## src/rtl/ps2_packet_ctrl.sv

```systemverilog
// PS/2 mouse receiver: synchronizes the line, checks 11-bit frames, assembles movement packets.
// Define PS2_WHEEL_EN for 4-byte wheel packets and the extra dz output.
module ps2_packet_ctrl #(
    parameter int TIMEOUT_CYC = 3400,
    parameter int GAP_CYC     = 100000,
    parameter int CW          = 17
) (
    input  logic       ck,
    input  logic       reset,
    input  logic       ps2_clk,
    input  logic       ps2_data,
    input  logic       pkt_ready,
    output logic       pkt_valid,
    output logic [2:0] btn,
    output logic [8:0] dx,
    output logic [8:0] dy,
    output logic [1:0] ovf,
`ifdef PS2_WHEEL_EN
    output logic [3:0] dz,
`endif
    output logic [3:0] err
);

`ifdef PS2_WHEEL_EN
    localparam logic [1:0] LAST_IDX = 2'd3;
`else
    localparam logic [1:0] LAST_IDX = 2'd2;
`endif
    localparam logic [CW-1:0] TO_TERM  = CW'(TIMEOUT_CYC);
    localparam logic [CW-1:0] GAP_TERM = CW'(GAP_CYC);

    typedef enum logic [1:0] {S_IDLE, S_RECV, S_CHECK} state_t;

    state_t        r_state;
    state_t        w_next;
    logic          r_clk_s1, r_clk_s2, r_clk_prev;
    logic          r_dat_s1, r_dat_s2;
    logic          w_edge;
    logic          w_sample;
    logic          w_timeout;
    logic          w_gap_expire;
    logic          w_check;
    logic          w_frame_ok;
    logic          w_keep;
    logic          w_last;
    logic [7:0]    w_byte;
    logic [10:0]   r_shift;
    logic [3:0]    r_bit_cnt;
    logic [CW-1:0] r_wdog;
    logic [1:0]    r_idx;
    logic [6:0]    r_hdr;
    logic [7:0]    r_b1;
`ifdef PS2_WHEEL_EN
    logic [7:0]    r_b2;
    logic [3:0]    r_dz;
`endif
    logic          r_pkt_valid;
    logic [2:0]    r_btn;
    logic [8:0]    r_dx;
    logic [8:0]    r_dy;
    logic [1:0]    r_ovf;
    logic [3:0]    r_err;

    always_ff @(posedge ck or negedge reset) begin
        if (!reset) begin
            r_clk_s1   <= 1'b1;
            r_clk_s2   <= 1'b1;
            r_clk_prev <= 1'b1;
            r_dat_s1   <= 1'b1;
            r_dat_s2   <= 1'b1;
        end else begin
            // NOTE: non-blocking so each stage takes the previous cycle's value; blocking would collapse the chain into one flop.
            r_clk_s1   <= ps2_clk;
            r_clk_s2   <= r_clk_s1;
            r_clk_prev <= r_clk_s2;
            r_dat_s1   <= ps2_data;
            r_dat_s2   <= r_dat_s1;
        end
    end

    assign w_edge = r_clk_prev & ~r_clk_s2;

    always_ff @(posedge ck or negedge reset) begin
        if (!reset) r_state <= S_IDLE;
        else        r_state <= w_next;
    end

    always_comb begin
        // NOTE: every output of this block gets a default first, so no path can infer a latch.
        w_next    = r_state;
        w_sample  = 1'b0;
        w_timeout = 1'b0;
        case (r_state)
            S_IDLE: begin
                if (w_edge) begin
                    w_sample = 1'b1;
                    w_next   = S_RECV;
                end
            end
            S_RECV: begin
                if (w_edge) begin
                    w_sample = 1'b1;
                    if (r_bit_cnt == 4'd10) w_next = S_CHECK;
                end else if (r_wdog == TO_TERM) begin
                    w_timeout = 1'b1;
                    w_next    = S_IDLE;
                end
            end
            S_CHECK: w_next = S_IDLE;
            default: w_next = S_IDLE;
        endcase
    end

    // Frame layout after 11 right-shifts: [0] start, [8:1] data, [9] parity, [10] stop.
    assign w_byte       = r_shift[8:1];
    assign w_frame_ok   = ~r_shift[0] & r_shift[10] & (^r_shift[9:1]);
    assign w_check      = (r_state == S_CHECK);
    assign w_keep       = w_check & w_frame_ok & ~((r_idx == 2'd0) & ~w_byte[3]);
    assign w_last       = (r_idx == LAST_IDX);
    assign w_gap_expire = (r_state == S_IDLE) & ~w_edge & (r_idx != 2'd0) & (r_wdog == GAP_TERM);

    always_ff @(posedge ck or negedge reset) begin
        if (!reset) begin
            r_shift   <= '0;
            r_bit_cnt <= '0;
            r_wdog    <= '0;
        end else begin
            if (w_sample) begin
                r_shift   <= {r_dat_s2, r_shift[10:1]};
                r_bit_cnt <= (r_state == S_IDLE) ? 4'd1 : r_bit_cnt + 4'd1;
            end
            // One counter serves both the in-frame timeout and the inter-byte gap; it saturates.
            if (w_sample || w_check) begin
                r_wdog <= '0;
            end else if (r_state == S_RECV) begin
                if (r_wdog != TO_TERM) r_wdog <= r_wdog + 1'b1;
            end else if (r_idx != 2'd0) begin
                if (r_wdog != GAP_TERM) r_wdog <= r_wdog + 1'b1;
            end else begin
                r_wdog <= '0;
            end
        end
    end

    // NOTE: the byte store has no reset: each slot is written before the packet that reads it completes.
    always_ff @(posedge ck) begin
        if (w_keep && !w_last) begin
            case (r_idx)
                2'd0:    r_hdr <= {w_byte[7:4], w_byte[2:0]};
                2'd1:    r_b1  <= w_byte;
`ifdef PS2_WHEEL_EN
                2'd2:    r_b2  <= w_byte;
`endif
                default: ;
            endcase
        end
    end

    always_ff @(posedge ck or negedge reset) begin
        if (!reset) begin
            r_idx       <= '0;
            r_pkt_valid <= 1'b0;
            r_btn       <= '0;
            r_dx        <= '0;
            r_dy        <= '0;
            r_ovf       <= '0;
            r_err       <= '0;
`ifdef PS2_WHEEL_EN
            r_dz        <= '0;
`endif
        end else begin
            r_err <= '0;
            if (r_pkt_valid && pkt_ready) r_pkt_valid <= 1'b0;
            if (w_timeout) begin
                r_err[1] <= 1'b1;
                r_idx    <= '0;
            end else if (w_gap_expire) begin
                r_idx <= '0;
            end else if (w_check) begin
                if (!w_frame_ok) begin
                    r_err[0] <= 1'b1;
                    r_idx    <= '0;
                end else if (!w_keep) begin
                    r_err[2] <= 1'b1;
                end else if (w_last) begin
                    r_btn       <= r_hdr[2:0];
                    r_dx        <= {r_hdr[3], r_b1};
                    r_ovf       <= {r_hdr[6], r_hdr[5]};
`ifdef PS2_WHEEL_EN
                    r_dy        <= {r_hdr[4], r_b2};
                    r_dz        <= w_byte[3:0];
`else
                    r_dy        <= {r_hdr[4], w_byte};
`endif
                    r_pkt_valid <= 1'b1;
                    r_idx       <= '0;
                    // A same-cycle accept frees the slot, so only an unaccepted old packet is an overrun.
                    if (r_pkt_valid && !pkt_ready) r_err[3] <= 1'b1;
                end else begin
                    r_idx <= r_idx + 2'd1;
                end
            end
        end
    end

    assign pkt_valid = r_pkt_valid;
    assign btn       = r_btn;
    assign dx        = r_dx;
    assign dy        = r_dy;
    assign ovf       = r_ovf;
    assign err       = r_err;
`ifdef PS2_WHEEL_EN
    assign dz        = r_dz;
`endif

endmodule

```

## config.mk

```make
export PLATFORM = sky130hd
export DESIGN_NAME = ps2_packet_ctrl
export DESIGN_NICKNAME = d
export VERILOG_FILES = /design/src/rtl/ps2_packet_ctrl.sv
export SDC_FILE = /design/constraint.sdc
export NUM_CORES = 1
export LEC_CHECK = 0
export ABC_AREA = 1
export CORE_MARGIN = 1.5
export CORE_UTILIZATION = 60
export DETAILED_ROUTE_END_ITERATION = 8
export DONT_BUFFER_PORTS = 1
export GPL_TIMING_DRIVEN = 0
export PLACE_DENSITY_LB_ADDON = 0.25
export SLEW_MARGIN = 15
export SYNTH_ARGS = -nofsm -noshare
export SYNTH_HDL_FRONTEND = slang
export SYNTH_SLANG_ARGS = --single-unit
```

## constraint.sdc

```tcl
create_clock -name ck -period 2.5 [get_ports ck]
set_input_delay 0.125 -clock ck [delete_from_list [all_inputs] [get_ports ck]]
set_output_delay 0.125 -clock ck [all_outputs]
set_load 0.02 [all_outputs]
```

==> impl_results.md, run 1 <==
- Status: completed
- CTS resizes: 0
- Total power: 3110 µW
- CP Launch Type: flop
- Cell-internal power: 2110 µW
- CTS tree: built
- CP startpoint: r_shift[7]
- Nets@finish: 451
- Register area: 2180 µm²
- Post-layout util: 0.685
- Switching power total: 998 µW
- Area grow syn2layout: 9.06%
- Hpwl dp: 4830 µm
- Register area share after synthesis: 0.583
- Final ANT Viol Nets: 0
- Power per cell area: 762 nW/µm²
- Proportion of layout cells with a drive suffix above 1: 0.0828
- First-pass DRT Iterations: 4
- Max_slew headroom: 0.552
- I/O pin total: 33
- Share of the synthesized area in the top cell type: 0.428
- Largest net degree at the start of global routing: 70
- Routed vias/inst: 5.30
- Part of the power in registers: 0.528
- First-pass GRT wire length: 11600 µm
- Worst Setup End Kind: flop
- Initial Util: 0.628
- Ys Warns: 0
- Global route overflow: 0
- Final min period: 2.08 ns
- CTS Root Cell: clkbuf_8
- Diode count: 0
- Clk pwr share: 0.277
- Synthesized area: 3740 µm²
- Period utilisation layout: 0.830
- Slew Limit Fails: 0
- Die width: 82.0 µm
- Worst Max-Slew Pin Slew: 0.668 ns
- F_max: 482 MHz
- Cell Area, Placed: 3840 µm²
- Largest cells by area after synthesis: dfrtp_1 43%, nand2_1 12%, edfxtp_1 12%, nand3_1 6.0%, inv_1 4.7%
- Worst R2R Start: r_shift[7]
- Synth Net Count: 435
- DRC Markers: 0
- CP max FO: 8
- Multi-input gate area: 1300 µm²
- Setup CP Type: flop to flop
- Final instance area: 4080 µm²
- Hold_sp: ps2_data
- Initial DRC count: 158
- Post-Route WL: 7080 µm
- Unrepaired setup endpoints after global routing: false
- #FFs+latches synth: 84
- Setup WS pre-CTS: 0.0205 ns
- CTS Sinks: 84
- Initial antenna violation count: 0
- Global placement routability congestion: 0.832
- Die span in y: 82.0 µm
- Total of max-cap violations: 0
- Number of global-route vias before repair: 2711
- Longest Clk Path Bufs: 2
- Die ar.: 6720 µm²
- CTS Hold Bufs: 5
- Setup WS post-layout: 0.424 ns
- Buffer count from post-CTS setup fixing: 0
- Skew final: 0.00829 ns
- Leakage: 0.00200 µW
- Syn avg cell area: 8.78 µm²
- Fill cells: 478
- Total GRT Usage: 0.233
- Final setup violation count: 0
- Area leader, netlist: dfrtp_1
- Total negative setup slack: 0 ns
- Core region area: 5960 µm²
- Distinct cells, synth: 28
- Syn Inst Count: 426
- Register clock-pin slew on the reported worst setup and hold paths: 0.08 ns
- Via count: 2766
- WL/cell: 13.6 µm
- Final Hold Viols: 0
- VDD IR-drop max: 0.463 mV
- H-tree levels: 3
- # rows: 28
- Switching share of power: 0.321
- IO buf count: 0
- Worst EP required: 2.50 ns
- Gate power share: 0.195
- Hold crit path type: primary input to flop
- Latest clock arrival within the worst-skew pair: 0.36 ns
- Crit path DAT: 2.07 ns
- CTS buffer count: 9
[final timing paths]
path / to / slack, ns / cells past startpoint
worst min-delay path: r_dat_s1 / 0.31 / 1
max in group asynchronous: r_clk_prev / 1.84 / 2
min in group asynchronous: dx[8] / 0.32 / 2
worst min register to register: r_dat_s2 / 0.36 / 0
worst max register to register: r_b1[5] / 0.42 / 10
worst max-delay path: r_b1[5] / 0.42 / 10
[power groups by stage]
| stage | clock, µW | sequential (µW) | combinational (µW) |
|---|---|---|---|
| 2_1_floorplan | 0 | 1630 | 475 |
| 3_3_place_gp | 0 | 1660 | 550 |
| 3_5_place_dp | 0 | 1670 | 569 |
| 4_1_cts | 874 | 1640 | 605 |
| 5_1_grt | 930 | 1660 | 702 |
| 6_report | 861 | 1640 | 607 |
[synthesized netlist by cell type (all sizes together)]
cell     count
nand2      126
dfrtp       64
inv         51
nand3       45
nor2        45
o21ai       24
edfxtp      15
a21oi       14
buf          7
nor3         7
dfstp        5
nand4        5
clkbuf       4
ha           4
a31oi        3
o21a         2
xnor2        2
a22oi        1
a2bb2oi      1
xor2         1
[placed cells by master, fill, tap and decap left out, types with 2 or more instances in the layout]
| cell type | instances |
|---|---|
| a21oi_1 | 14 |
| a31oi_1 | 3 |
| buf_2 | 2 |
| buf_4 | 3 |
| buf_6 | 2 |
| clkbuf_1 | 7 |
| clkbuf_8 | 10 |
| clkinvlp_4 | 2 |
| dfrtp_1 | 64 |
| dfstp_2 | 5 |
| dlygate4sd3_1 | 4 |
| edfxtp_1 | 15 |
| ha_1 | 4 |
| inv_1 | 47 |
| inv_2 | 4 |
| nand2_1 | 123 |
| nand2_4 | 2 |
| nand3_1 | 45 |
| nand4_1 | 5 |
| nor2_1 | 43 |
| nor3_1 | 5 |
| o21a_1 | 2 |
| o21ai_0 | 24 |
| xnor2_1 | 2 |
[cell type report]
cell class / instances / share of cell area
Multi-Input combinational cell: 280 / 0.319
Sequential cell: 84 / 0.535
Inverter: 51 / 0.0469
Clock buffer: 13 / 0.0365
Clock inverter: 3 / 0.00582
Tap cell: 75 / 0.0230
Timing Repair Buffer: 5 / 0.0166
Buffer: 11 / 0.0172
[flip-flops by register name, summed over array words and instances, names as in the netlist, 2 cells and up]
register and flops:
r_wdog 17, r_shift 11, dx 9, dy 9
r_b1 8, r_hdr 7, err 4, r_bit_cnt 4
btn 3, ovf 2, r_idx 2, r_state 2
[worst max-delay path, cell delays in order, from the launching register on]
cell	delay, ns
dfrtp_1	0.50
inv_2	0.07
nand2_1	0.08
nand2_1	0.06
nand2_1	0.06
nand3_1	0.09
nand2_1	0.08
nand2_1	0.06
nand2_2	0.11
nand2_4	0.08
nor3_2	0.53
[metrics by stage]
| step | std cells | hold slack [ns] |
|---|---|---|
| after floorplan | 426 | -0.171 |
| after global placement | 501 | -0.169 |
| after detailed placement | 501 | -0.169 |
| after CTS | 522 | 0.296 |
| after global routing | 522 | 0.293 |
| final | 522 | 0.308 |
[cell families (layout without fill, tap and decap cells)]
group           Yosys count  in the layout  synth area share
flops                    84             84             0.583
buf+inv                  62             83            0.0699
xor+xnor                  3              3           0.00702
compound gates           45             45            0.0642
simple gates            228            228             0.262
fa+ha+maj                 4              4            0.0134
[routing by layer]
layer | track usage | up-vias | part of all wire
met5 | 0 | - | 0
met3 | 0.0644 | 12 | 0.048
met4 | 0.0729 | 0 | 0.015
met1 | 0.261 | 1302 | 0.43
met2 | 0.425 | 56 | 0.50
li1 | - | 1396 | -
(Power assumes the default switching activity.)
==> inputs of run 2 (changes only) <==
--- a/config.mk
+++ b/config.mk
@@ -7,7 +7,7 @@
 export LEC_CHECK = 0
 export ABC_AREA = 1
 export CORE_MARGIN = 1.5
-export CORE_UTILIZATION = 60
+export CORE_UTILIZATION = 57
 export DETAILED_ROUTE_END_ITERATION = 8
 export DONT_BUFFER_PORTS = 1
 export GPL_TIMING_DRIVEN = 0
==> constraint.sdc (replaced) <==
create_clock -name ck -period 1.8 [get_ports ck]
set_input_delay 0.09 -clock ck [delete_from_list [all_inputs] [get_ports ck]]
set_output_delay 0.09 -clock ck [all_outputs]
set_load 0.02 [all_outputs]
==> run 2 against run 1 <==
Effect of this change:
- the run now ends with negative setup slack left
- clock power rose by 64%
- largest power group unchanged
- via count is 6.8% higher
- critical endpoint is now r_hdr[2]
- hold slack got worse by 0.031 ns
- highest routed layer unchanged
- count of clock-buffer cells in the layout shrank 3
- combinational power is 99% higher
- critical path depth did not move
- worst setup slack got worse by 0.48 ns
==> impl_results.md, run 2 (synthesis results as in run 1) <==
- Status: finished, violations left
- Failing checks: negative setup slack
- Skew final: 0.0102 ns
- Die ar.: 7060 µm²
- Flip-flop count of the largest register after layout: 17
- Total of max-cap violations: 0
- Final setup violation count: 25
- DRC Markers: 0
- Slew Limit Fails: 0
- CP max FO: 7
- Final min period: 1.86 ns
- Most used cell, CP: nand2_2
- Register area: 2190 µm²
- Area grow syn2layout: 22.8%
- Largest register by flop count: r_wdog
- First-pass DRT Iterations: 4
- Setup WS post-layout: -0.0572 ns
- R2R depth: 10
- Initial DRC count: 175
- Final Hold Viols: 0
- Final ANT Viol Nets: 0
- WL/cell: 14.3 µm
- Leakage: 0.00220 µW
- Slowest stage delay, CP: 0.39 ns
- CTS tree: built
- Post-Route WL: 7820 µm
- Uppermost routed layer: met4
- Post-layout util: 0.724
- Most frequent cells in the layout: 101 x nand2_1, 58 x dfrtp_1, 41 x inv_1
- First-pass GRT wire length: 11900 µm
- Global placement routability congestion: 0.835
- Family with the most delay on the worst path: simple AND/OR/NAND/NOR gates
- Unrepaired setup endpoints after global routing: true
- Proportion of layout cells with a drive suffix above 1: 0.257
- Hold slack: 0.277 ns
- Setup CP Type: flop to flop
- Die span in y: 84.0 µm
- Number of global-route vias before repair: 2675
- Largest regs: r_wdog (17), r_shift (11)
- Stages on worst setup path: 10
- Routed vias/inst: 5.40
- Latest clock arrival within the worst-skew pair: 0.35 ns
- Power per cell area: 1070 nW/µm²
- Multi-input gate area: 1530 µm²
- Initial Util: 0.589
- Crit path DAT: 1.92 ns
- I/O pin total: 33
- Crit path cell chain: buf_6 > xor2_1 > nand3_2 > nand2_1 > nand2_2 > nand2_2 > nand2_4 > nor2_8 > nand3_4 > inv_6
- Crit path buf inv count: 2
- Hold crit path type: primary input to async pin
- Worst Setup End Kind: flop
- M1 wire length: 3290 µm
- CTS Sinks: 84
- Via count: 2955
- Initial antenna violation count: 0
- Worst EP required: 1.86 ns
- # rows: 29
- VDD IR-drop max: 0.700 mV
- H-tree levels: 3
- Met2 routed WL: 4000 µm
- Period utilisation layout: 1.03
- Commonest non-fill, non-tap cell in the layout: nand2_1
- WL met3: 323 µm
- Diode count: 0
- CP Launch Type: flop
- IO buf count: 0
- Total GRT Usage: 0.214
- Max_slew headroom: 0.581
- Global route overflow: 0
- Hpwl dp: 4700 µm
- Die width: 84.0 µm
- F_max: 538 MHz
- Worst path slowest cell: dfrtp_1
- Register clock-pin slew on the reported worst setup and hold paths: 0.08 ns
- Worst Max-Slew Pin Slew: 0.629 ns
- CTS buffer count: 9
- Nets@finish: 475
- Largest net degree at the start of global routing: 70
- CTS Root Cell: clkbuf_8
- Longest Clk Path Bufs: 2
- Core region area: 6350 µm²
- Fill cells: 429
-- run 2: layout make-up --
class | instances | share of cell area
Timing Repair Buffer | 28 | 0.0624
Inverter | 51 | 0.0428
Multi-Input combinational cell | 281 | 0.333
Tap cell | 77 | 0.0210
Buffer | 11 | 0.0196
Sequential cell | 84 | 0.477
Clock buffer | 10 | 0.0278
Clock inverter | 5 | 0.0172
-- run 2: final timing paths --
check	from	endpoint	slack, ns
hold / removal	reset	dx[8]	0.28
hold reg to reg	r_dat_s1	r_dat_s2	0.36
setup / recovery	r_shift[4]	r_hdr[2]	-0.06
min in group ck	ps2_data	r_dat_s1	0.28
max in group asynchronous	reset	r_clk_prev	1.20
setup reg to reg	r_shift[4]	r_hdr[2]	-0.06
-- run 2: power by group --
| group | internal (µW) | switching (µW) |
|---|---|---|
| logic | 487 | 722 |
| clock network | 772 | 641 |
| registers | 2110 | 167 |
| total | 3370 | 1530 |
-- run 2: repair_timing --
item,4_1_cts,5_1_grt
hold endpoints to repair,73,0
setup buffers,6,14
resized for setup,17,65
cloned,0,4
endpoints found under the setup margin,45,56
hold buffers,5,0
pin swaps,3,28
-- run 2: metrics by stage --
step | power [µW] | cell area (µm²) | cells | TNS (ns) | setup WS (ns)
after floorplan | 2920 | 3750 | 426 | 0 | 0.0242
after global placement | 3080 | 3840 | 503 | -3.04 | -0.211
after detailed placement | 3130 | 3840 | 503 | -4.18 | -0.285
after CTS | 4660 | 4220 | 529 | 0 | 0.00219
after global routing | 5160 | 4590 | 547 | -3.84 | -0.145
final | 4900 | 4590 | 547 | -0.741 | -0.0572
-- run 2: metal layers --
metal  global-route usage  vias to the layer above
met5                    0                        -
met4               0.0805                        0
met3               0.0574                       17
met2                0.359                       85
met1                0.264                     1410
li1                     -                     1443
